===== config.mk =====
export PLATFORM = sky130hd
export DESIGN_NAME = net_layer_sequencer_flat
export DESIGN_NICKNAME = d
export VERILOG_FILES = /design/src/rtl/net_pkg.sv /design/src/rtl/net_layer_sequencer_if.sv /design/src/rtl/net_addr_gen.sv /design/src/rtl/net_layer_sequencer.sv /design/src/flat_wrapper.sv
export SDC_FILE = /design/constraint.sdc
export NUM_CORES = 1
export LEC_CHECK = 0
export CORE_UTILIZATION = 49
export DETAILED_ROUTE_END_ITERATION = 8
export HOLD_SLACK_MARGIN = 0.08
export PLACE_DENSITY = 0.77
export SYNTH_ARGS = -nofsm -noshare
export SYNTH_HDL_FRONTEND = slang
export SYNTH_HIERARCHICAL = 1
export SYNTH_SLANG_ARGS = --single-unit

===== constraint.sdc =====
create_clock -name clk -period 1.8 [get_ports clk]
set_input_delay 0.36 -clock clk [delete_from_list [all_inputs] [get_ports clk]]
set_output_delay 0.36 -clock clk [all_outputs]
set_load 0.02 [all_outputs]

===== src/rtl/net_pkg.sv =====
// Shared sizing, state encoding and weight-count helper for the two-layer
// fully-connected sequencer.
package net_pkg;

  localparam int N_IN_DEF  = 2;
  localparam int N_HID_DEF = 4;
  localparam int N_OUT_DEF = 2;
  localparam int WAW_DEF   = 5;
  localparam int AAW_DEF   = 3;

  typedef enum logic [2:0] {
    ST_IDLE  = 3'd0,
    ST_CLR   = 3'd1,
    ST_MAC   = 3'd2,
    ST_BIAS  = 3'd3,
    ST_DRAIN = 3'd4,
    ST_ACT   = 3'd5,
    ST_WB    = 3'd6,
    ST_DONE  = 3'd7
  } state_t;

  // Each neuron owns its fan-in weights followed by one bias word.
  function automatic int num_weights(input int n_in, input int n_hid, input int n_out);
    return n_hid * (n_in + 1) + n_out * (n_hid + 1);
  endfunction

  localparam int NUM_WEIGHTS = num_weights(N_IN_DEF, N_HID_DEF, N_OUT_DEF);

endpackage


===== src/rtl/net_layer_sequencer_if.sv =====
// Control bundle between the sequencer (master) and the MAC/activation
// datapath plus the button/LED front end (slave).
interface net_layer_sequencer_if
  import net_pkg::*;
#(
  parameter int WAW = WAW_DEF,
  parameter int AAW = AAW_DEF
);

  logic           start;
  logic           busy;
  logic           done;
  logic [WAW-1:0] w_addr;
  logic [AAW-1:0] a_rd_addr;
  logic           a_rd_sel;
  logic           acc_clr;
  logic           acc_en;
  logic           bias_en;
  logic           act_en;
  logic           wr_en;
  logic           wr_sel;
  logic [AAW-1:0] wr_addr;

  modport master (
    input  start,
    output busy, done, w_addr, a_rd_addr, a_rd_sel, acc_clr, acc_en,
           bias_en, act_en, wr_en, wr_sel, wr_addr
  );

  modport slave (
    output start,
    input  busy, done, w_addr, a_rd_addr, a_rd_sel, acc_clr, acc_en,
           bias_en, act_en, wr_en, wr_sel, wr_addr
  );

endinterface


===== src/rtl/net_addr_gen.sv =====
// Weight address, fan-in index, neuron index and layer counters, stepped by
// the sequencer FSM; also reports when the current k / j are the last ones.
module net_addr_gen
  import net_pkg::*;
#(
  parameter int N_IN  = N_IN_DEF,
  parameter int N_HID = N_HID_DEF,
  parameter int N_OUT = N_OUT_DEF,
  parameter int WAW   = WAW_DEF,
  parameter int AAW   = AAW_DEF
) (
  input  logic           clk,
  input  logic           rst_n,
  input  logic           i_clr_all,
  input  logic           i_w_inc,
  input  logic           i_k_clr,
  input  logic           i_k_inc,
  input  logic           i_j_inc,
  input  logic           i_layer_next,
  output logic [WAW-1:0] o_w_addr,
  output logic [AAW-1:0] o_k,
  output logic [AAW-1:0] o_j,
  output logic           o_layer,
  output logic           o_k_last,
  output logic           o_j_last
);

  localparam logic [AAW-1:0] K0_LAST = AAW'(N_IN - 1);
  localparam logic [AAW-1:0] K1_LAST = AAW'(N_HID - 1);
  localparam logic [AAW-1:0] J0_LAST = AAW'(N_HID - 1);
  localparam logic [AAW-1:0] J1_LAST = AAW'(N_OUT - 1);

  logic [WAW-1:0] r_w_addr;
  logic [AAW-1:0] r_k;
  logic [AAW-1:0] r_j;
  logic           r_layer;

  // Counter registers; a run start clears everything, otherwise each counter steps on its own control.
  always_ff @(posedge clk) begin
    if (!rst_n) begin
      r_w_addr <= '0;
      r_k      <= '0;
      r_j      <= '0;
      r_layer  <= 1'b0;
    end else if (i_clr_all) begin
      r_w_addr <= '0;
      r_k      <= '0;
      r_j      <= '0;
      r_layer  <= 1'b0;
    end else begin
      if (i_w_inc) r_w_addr <= r_w_addr + WAW'(1);
      if (i_k_clr)      r_k <= '0;
      else if (i_k_inc) r_k <= r_k + AAW'(1);
      if (i_layer_next) begin
        r_j     <= '0;
        r_layer <= 1'b1;
      end else if (i_j_inc) begin
        r_j <= r_j + AAW'(1);
      end
    end
  end

  // Fan-in and neuron-count limits depend on which layer is being computed.
  always_comb begin
    o_k_last = 1'b0;
    o_j_last = 1'b0;
    if (r_layer) begin
      o_k_last = (r_k == K1_LAST);
      o_j_last = (r_j == J1_LAST);
    end else begin
      o_k_last = (r_k == K0_LAST);
      o_j_last = (r_j == J0_LAST);
    end
  end

  assign o_w_addr = r_w_addr;
  assign o_k      = r_k;
  assign o_j      = r_j;
  assign o_layer  = r_layer;

endmodule


===== src/rtl/net_layer_sequencer.sv =====
// Time-multiplexes one MAC/activation datapath over both layers, one neuron
// at a time: CLR, K x MAC, BIAS, DRAIN, ACT, WB.
module net_layer_sequencer
  import net_pkg::*;
#(
  parameter int N_IN  = N_IN_DEF,
  parameter int N_HID = N_HID_DEF,
  parameter int N_OUT = N_OUT_DEF,
  parameter int WAW   = WAW_DEF,
  parameter int AAW   = AAW_DEF
) (
  input logic                  clk,
  input logic                  rst_n,
  net_layer_sequencer_if.master bus
);

  state_t         r_state;
  state_t         w_next_state;
  logic           r_start_q;
  logic           r_armed;
  logic           r_busy, r_done, r_acc_clr, r_acc_en, r_bias_en, r_act_en, r_wr_en;
  logic           w_trigger, w_accept, w_w_inc, w_k_clr, w_k_inc, w_j_inc, w_layer_next;
  logic [WAW-1:0] w_w_addr;
  logic [AAW-1:0] w_k, w_j;
  logic           w_layer, w_k_last, w_j_last;

  // A button already held when reset releases is not a press: arm one cycle later.
  assign w_trigger = bus.start & ~r_start_q & r_armed;

  // Start edge detector and post-reset arming.
  always_ff @(posedge clk) begin
    if (!rst_n) begin
      r_start_q <= 1'b0;
      r_armed   <= 1'b0;
    end else begin
      r_start_q <= bus.start;
      r_armed   <= 1'b1;
    end
  end

  // State register.
  always_ff @(posedge clk) begin
    if (!rst_n) r_state <= ST_IDLE;
    else        r_state <= w_next_state;
  end

  // Next state and counter controls.
  always_comb begin
    w_next_state = r_state;
    w_accept     = 1'b0;
    w_w_inc      = 1'b0;
    w_k_clr      = 1'b0;
    w_k_inc      = 1'b0;
    w_j_inc      = 1'b0;
    w_layer_next = 1'b0;
    case (r_state)
      ST_IDLE, ST_DONE: begin
        if (w_trigger) begin
          w_accept     = 1'b1;
          w_next_state = ST_CLR;
        end else begin
          w_next_state = r_state;
        end
      end
      ST_CLR: begin
        w_k_clr      = 1'b1;
        w_next_state = ST_MAC;
      end
      ST_MAC: begin
        w_w_inc = 1'b1;
        w_k_inc = 1'b1;
        if (w_k_last) w_next_state = ST_BIAS;
        else          w_next_state = ST_MAC;
      end
      ST_BIAS: begin
        w_w_inc      = 1'b1;
        w_next_state = ST_DRAIN;
      end
      ST_DRAIN: w_next_state = ST_ACT;
      ST_ACT:   w_next_state = ST_WB;
      ST_WB: begin
        if (!w_j_last) begin
          w_j_inc      = 1'b1;
          w_next_state = ST_CLR;
        end else if (w_layer == 1'b0) begin
          w_layer_next = 1'b1;
          w_next_state = ST_CLR;
        end else begin
          w_next_state = ST_DONE;
        end
      end
      default: w_next_state = ST_IDLE;
    endcase
  end

  // Strobes are registered from the next state so they are valid throughout the named state.
  always_ff @(posedge clk) begin
    if (!rst_n) begin
      r_busy    <= 1'b0;
      r_done    <= 1'b0;
      r_acc_clr <= 1'b0;
      r_acc_en  <= 1'b0;
      r_bias_en <= 1'b0;
      r_act_en  <= 1'b0;
      r_wr_en   <= 1'b0;
    end else begin
      r_busy    <= (w_next_state != ST_IDLE) && (w_next_state != ST_DONE);
      r_done    <= (w_next_state == ST_DONE);
      r_acc_clr <= (w_next_state == ST_CLR);
      // First MAC cycle only issues an address; its product lands one cycle later.
      r_acc_en  <= ((w_next_state == ST_MAC) && (r_state == ST_MAC)) ||
                   (w_next_state == ST_BIAS) || (w_next_state == ST_DRAIN);
      r_bias_en <= (w_next_state == ST_DRAIN);
      r_act_en  <= (w_next_state == ST_ACT);
      r_wr_en   <= (w_next_state == ST_WB);
    end
  end

  net_addr_gen #(
    .N_IN (N_IN),
    .N_HID(N_HID),
    .N_OUT(N_OUT),
    .WAW  (WAW),
    .AAW  (AAW)
  ) u_addr_gen (
    .clk         (clk),
    .rst_n       (rst_n),
    .i_clr_all   (w_accept),
    .i_w_inc     (w_w_inc),
    .i_k_clr     (w_k_clr),
    .i_k_inc     (w_k_inc),
    .i_j_inc     (w_j_inc),
    .i_layer_next(w_layer_next),
    .o_w_addr    (w_w_addr),
    .o_k         (w_k),
    .o_j         (w_j),
    .o_layer     (w_layer),
    .o_k_last    (w_k_last),
    .o_j_last    (w_j_last)
  );

  assign bus.busy      = r_busy;
  assign bus.done      = r_done;
  assign bus.w_addr    = w_w_addr;
  assign bus.a_rd_addr = w_k;
  assign bus.a_rd_sel  = w_layer;
  assign bus.acc_clr   = r_acc_clr;
  assign bus.acc_en    = r_acc_en;
  assign bus.bias_en   = r_bias_en;
  assign bus.act_en    = r_act_en;
  assign bus.wr_en     = r_wr_en;
  assign bus.wr_sel    = w_layer;
  assign bus.wr_addr   = w_j;

endmodule


===== src/flat_wrapper.sv =====
// flat-port wrapper written by rule: the top's interface ports become plain ports
module net_layer_sequencer_flat import net_pkg::*;
#(
  parameter int N_IN  = N_IN_DEF,
  parameter int N_HID = N_HID_DEF,
  parameter int N_OUT = N_OUT_DEF,
  parameter int WAW   = WAW_DEF,
  parameter int AAW   = AAW_DEF
)
  (clk, rst_n, bus_start, bus_busy, bus_done, bus_w_addr, bus_a_rd_addr, bus_a_rd_sel, bus_acc_clr, bus_acc_en, bus_bias_en, bus_act_en, bus_wr_en, bus_wr_sel, bus_wr_addr);
  net_layer_sequencer_if #(.WAW(WAW), .AAW(AAW)) bus_i ();
  input logic clk;
  input logic rst_n;
  input wire logic [$bits(bus_i.start)-1:0] bus_start;
  output wire logic [$bits(bus_i.busy)-1:0] bus_busy;
  output wire logic [$bits(bus_i.done)-1:0] bus_done;
  output wire logic [$bits(bus_i.w_addr)-1:0] bus_w_addr;
  output wire logic [$bits(bus_i.a_rd_addr)-1:0] bus_a_rd_addr;
  output wire logic [$bits(bus_i.a_rd_sel)-1:0] bus_a_rd_sel;
  output wire logic [$bits(bus_i.acc_clr)-1:0] bus_acc_clr;
  output wire logic [$bits(bus_i.acc_en)-1:0] bus_acc_en;
  output wire logic [$bits(bus_i.bias_en)-1:0] bus_bias_en;
  output wire logic [$bits(bus_i.act_en)-1:0] bus_act_en;
  output wire logic [$bits(bus_i.wr_en)-1:0] bus_wr_en;
  output wire logic [$bits(bus_i.wr_sel)-1:0] bus_wr_sel;
  output wire logic [$bits(bus_i.wr_addr)-1:0] bus_wr_addr;
  assign bus_i.start = bus_start;
  assign bus_busy = bus_i.busy;
  assign bus_done = bus_i.done;
  assign bus_w_addr = bus_i.w_addr;
  assign bus_a_rd_addr = bus_i.a_rd_addr;
  assign bus_a_rd_sel = bus_i.a_rd_sel;
  assign bus_acc_clr = bus_i.acc_clr;
  assign bus_acc_en = bus_i.acc_en;
  assign bus_bias_en = bus_i.bias_en;
  assign bus_act_en = bus_i.act_en;
  assign bus_wr_en = bus_i.wr_en;
  assign bus_wr_sel = bus_i.wr_sel;
  assign bus_wr_addr = bus_i.wr_addr;
  net_layer_sequencer #(.N_IN(N_IN), .N_HID(N_HID), .N_OUT(N_OUT), .WAW(WAW), .AAW(AAW)) u_core (.clk(clk), .rst_n(rst_n), .bus(bus_i));
endmodule

==> Yosys cells after proc, flatten, opt, wreduce, memory -nomap -nowiden <==
Index checks and enable logic that the tools add are counted.
{ "word_totals": {"register_bits": 24, "input_bits": 3, "out_inout_bits": 20, "word_cells": 69} }
{ "classes": {"addsub": 3, "eq_ne": 19, "n_mux": 18, "bitwise": 4, "n_reduce_logical": 11} }
{ "op_table": {"columns": ["operator", "count"], "rows": [
  ["3-bit equality test (second input constant)", 8],
  ["3-bit one-hot mux with 7 select lines", 1],
  ["3-bit by 2-bit equality test with 1-bit output (second input constant)", 6],
  ["1-bit two-way mux", 14],
  ["3-bit by 1-bit equality test with 1-bit output (second input constant)", 4],
  ["3-bit two-way mux", 3],
  ["3-bit by 1-bit adder with 3-bit output (second input constant)", 2],
  ["2-bit OR reduction", 3],
  ["3-bit OR reduction", 2],
  ["5-bit by 1-bit adder with 5-bit output (second input constant)", 1],
  ["3-bit logical NOT", 1],
  ["3-bit != test (second input constant)", 1],
  ["3-bit nonzero test", 1],
  ["1-bit bitwise AND", 2],
  ["1-bit logical AND", 2],
  ["1-bit logical OR", 2],
  ["1-bit inverter", 2]
]} }

==> Logic depth before layout (Yosys ltp) <==
{ "logic_depth": {"word_depth": 9, "depth_mapped": 6} }

==> Modules after synthesis <==
The synthesis kept the hierarchy.
{ "by_module_without_submodules": {"columns": ["mod", "n_inst", "cells_each", "area_each_um2"], "rows": [
  ["net_addr_gen", 1, 53, 565.5],
  ["net_layer_sequencer", 1, 58, 563.0]
]} }

==> Worst setup path after synthesis <==
OpenSTA, ideal clock, no wires.
{ "synth_timing": {"kind": "reg-to-reg", "from": "register u_core.u_addr_gen.r_layer, in the netlist u_core/u_addr_gen/o_layer", "to": "register u_core.r_state[2]", "setup_time_ps": 87, "arrival_ps": 1401, "required_time_ps": 1713, "slack_ps": 312, "stages_incl_launch_ff": 6, "path_buffers": 0, "period_less_slack_ps": 1488, "cell_sequence": "dfxtp_1 > xnor2_1 > nor3b_1 > nand2_1 > and3b_1 > nor4b_2"} }
{ "synth_via": {"elab_chain_cells": 3, "elab_cells_between_ends": 4, "classes_between": "4 x mux"} }
{ "synth_rtl": {"columns": ["element", "line", "rtl"], "rows": [
  ["start, declared", "net_addr_gen.sv:36", "logic r_layer;"],
  ["start signal, assigned", "net_addr_gen.sv:44", "r_layer <= 1'b0;"],
  ["start signal, assigned", "net_addr_gen.sv:49", "r_layer <= 1'b0;"],
  ["start signal, assigned", "net_addr_gen.sv:56", "r_layer <= 1'b1;"],
  ["1-bit two-way mux", "net_addr_gen.sv:67", "if (r_layer) begin"],
  ["via u_core.w_j_last", "net_layer_sequencer.sv:25", "logic w_layer, w_k_last, w_j_last;"],
  ["3-bit two-way mux", "net_layer_sequencer.sv:82", "if (!w_j_last) begin"],
  ["3-bit one-hot mux with 7 select lines", "net_layer_sequencer.sv:56", "case (r_state)"],
  ["end signal, assigned", "net_layer_sequencer.sv:44", "else r_state <= w_next_state;"],
  ["end, declared", "net_layer_sequencer.sv:17", "state_t r_state;"]
]} }
The timed path passes the listed nets, and every way through them passes these cells.
A chain may end at the register's enable or synchronous reset.

==> Worst setup path in the final report <==
{ "layout_timing": {"from": "register u_core.u_addr_gen.r_layer, in the netlist u_core/u_addr_gen/o_layer", "to": "output port bus_a_rd_sel"} }
{ "layout_lines": {"columns": ["element", "line", "rtl"], "rows": [
  ["end, declared", "flat_wrapper.sv:19", "output wire logic [$bits(bus_i.a_rd_sel)-1:0] bus_a_rd_sel;"]
]} }
No word-level cell between the ends.

==> qor.csv <==
stage;metric;value;unit
grt;vias in the first global route;820;
cts;H-tree Lvls;1;
grt;largest net degree at the start of global routing;14;
yosys;number of synthesized flops with an enable pin;0;
yosys;synth top area cells;dfxtp_1 (43%), mux2i_1 (5.3%), nand3b_1 (4.0%);
die;Die Height;49.99;um
worst_setup_path;critical path's largest stage delay;0.63;ns
placement;hpwl dp;1535;um
worst_setup_path;Slowest-stage cell, CP;clkdlybuf4s50_1;
worst_setup_path;worst-path fanout max;7;
yosys;most frequent cell after synthesis;dfxtp_1;
die;CORE AREA;2191;um2
worst_setup_path;worst path bufs/invs;1;
cts;count of hold-fix buffers inserted at cts;0;
grt;GRT overflow;0;
worst_setup_path;cells along the critical path;clkdlybuf4s50_1;
timing;Pins Over Slew Limit;0;
placement;I/O Buffers;22;
drt;vias;888;
yosys;syn nets;117;
yosys;share of the synthesized area in the top cell type;42.57;%
cts;Clock Tree Root;clkbuf_4;
worst_hold_path;hold path start;u_core/u_addr_gen/o_w_addr[4];
grt;initial antenna violation count;0;
worst_setup_path;Top delay family on crit path;buffers and inverters;
grt;global-route wire length before repair;3505;um
timing;Setup TNS;0;ns
yosys;synth cell count leaders;dfxtp_1 (24), a21oi_1 (6), mux2i_1 (6), nand3b_1 (6), nor2_1 (6);
timing;part of the cycle the worst path needs;95.88;%
run;max_cap viols;0;
yosys;predominant post-synthesis flop cell;dfxtp_1;
yosys;Mapped Area;1129;um2
power;P per Cell Area;649.1;nW/um2
drt;Total Wirelength;2036;um
timing;Fin Hold WS;0.5176;ns
yosys;largest area contributor in the netlist;dfxtp_1;
cts;Clock Latency Late Sink;0.31;ns
die;initial core utilization;51.51;%
worst_hold_path;worst hold path type;flip-flop to flip-flop;
yosys;post-synth cell types;41;
worst_setup_path;Startpoint Class;flip-flop;
outcome;status;completed;
finish;Design Area, Final;1426;um2
cts;# clock sinks;24;
yosys;Seq/Total Area, Yosys;42.57;%
timing;fmax;579.4;MHz
finish;P&R area growth vs syn;26.39;%
yosys;Post-synth ARST share;0;%
finish;share of cells above drive strength 1;17.52;%
worst_setup_path;CP required;1.44;ns
grt;total track usage;18.46;%
yosys;FF+latch count, synth;24;
worst_setup_path;critical path arrival;1.37;ns
cts;Max Buffers Root-to-Sink;2;
timing;endpoints failing setup;0;
timing;clk_skew;0.001342;ns
placement;placer's final routability congestion estimate;0.7613;
cts;CTS buffer count;3;
timing;slew margin rel.;71.53;%
worst_setup_path;Setup crit end kind;output port;
drt;first drt pass iteration count;2;
die;Boundary Pins;23;
finish;Multi-input gate area;596.8;um2
drt;antenna-violating nets left;0;
die;die area;2499;um2
finish;ANT cells;0;
timing;Fin. Hold Viols;0;
worst_setup_path;crit path kind;flip-flop to output port;
timing;Final min period;1.726;ns
finish;Reg area;481.7;um2
timing;RSZ-0062 raised after global routing;false;
drt;DR iter-0 viols;12;
finish;number of fillers in the final layout;182;
yosys;yosys synthesis warning count;6;
drt;per-cell routed wire length;12.34;um
cts;CTS tree;yes;
cts;post-CTS setup buffer count;0;
finish;Final nets;144;
placement;Post-DP Area;1389;um2
cts;# resized after CTS;1;
power;leakage power;0.5462;nW
yosys;Synth Instances;111;
worst_setup_path;reg-to-reg startpoint;u_core/r_state[2];
power;worst ir drop on vdd;0.0004181;V
die;FP Rows;17;
die;die width;49.99;um
drt;Via-to-Cell Ratio;5.382;
yosys;Avg Synthesized Cell Area;10.17;um2
cts;register clock-pin slew on the reported worst setup and hold paths;0.12;ns
worst_setup_path;critical path startpoint;u_core/u_addr_gen/o_layer;
timing;actual slew at the worst max-slew pin;0.4261;ns
drt;Post-route DRC;0;
area by class of cell:
type / instances / area share, %
Sequential cell: 24 / 33.77
Tap cell: 28 / 2.456
Inverter: 1 / 0.2632
Timing Repair Buffer: 29 / 19.12
Multi-Input combinational cell: 79 / 41.84
Clock buffer: 4 / 2.544
per-layer routing:
metal	vias to the layer above	part of all wire [%]	global-route usage, %
met4	0	0.44	8.571
li1	447	-	-
met1	424	46	22.56
met2	15	51	31.33
met3	2	2.4	2.778
met5	-	0	0
per-stage QoR:
stage	std cells	setup slack [ns]	utilization [%]	power, W
detailed placement	161	0.06563	63.39	0.0006638
global route	165	0.01617	65.11	0.0009717
floorplan	111	0.3122	-	0.0006283
finish	165	0.07414	65.11	0.0009259
CTS	165	0.05657	65.11	0.0009401
global placement	161	0.1155	63.39	0.0006605
cell usage in the layout (no fill, tap or decap), types with 2 or more instances in the layout:
cell	instances
dfxtp_1	23
nor4b_2	2
o21ai_1	2
clkbuf_4	3
and3b_1	3
or3b_1	2
a211oi_2	2
buf_4	7
xnor2_1	4
nand4_1	2
nand3_1	2
a21bo_2	2
clkdlybuf4s50_1	22
ha_1	3
a21oi_1	6
nor3_1	4
o21ai_0	2
nor2b_1	2
nor3b_1	3
and2_1	2
nand3b_1	6
nand2_1	3
mux2i_1	6
nor2_1	6
cells by family after synthesis:
group / after synthesis / synth area share, %
adder cells (fa/ha/maj): 3 / 3.326
buffers and inverters: 8 / 4.545
flip-flops: 24 / 42.57
multiplexers: 6 / 5.322
XOR/XNOR: 5 / 3.880
AO/OA/AOI/OAI: 18 / 11.31
AND/OR/NAND/NOR: 47 / 29.05
state kept, by name (all words and copies together), names as in the netlist, 3 cells and up:
| register | flops |
|---|---|
| u_core/r_state | 3 |
| u_core/u_addr_gen/o_w_addr | 5 |
| u_core/u_addr_gen/o_j | 3 |
| u_core/u_addr_gen/o_k | 3 |
power by group:
part           internal (W)  total (W)  switching (W)
Clock              0.000124   0.000274       0.000151
Combinational     0.0000492  0.0000992      0.0000500
Sequential         0.000542   0.000552      0.0000100
final timing paths:
check                                        to  slack, ns  cells after the start
setup / recovery                   bus_a_rd_sel       0.07                      1
hold / removal    u_core/u_addr_gen/o_w_addr[4]       0.52                      2
setup reg to reg       u_core/u_addr_gen/o_k[0]       0.20                      5
hold reg to reg   u_core/u_addr_gen/o_w_addr[4]       0.52                      2
Power figures use the tool's default switching activity.
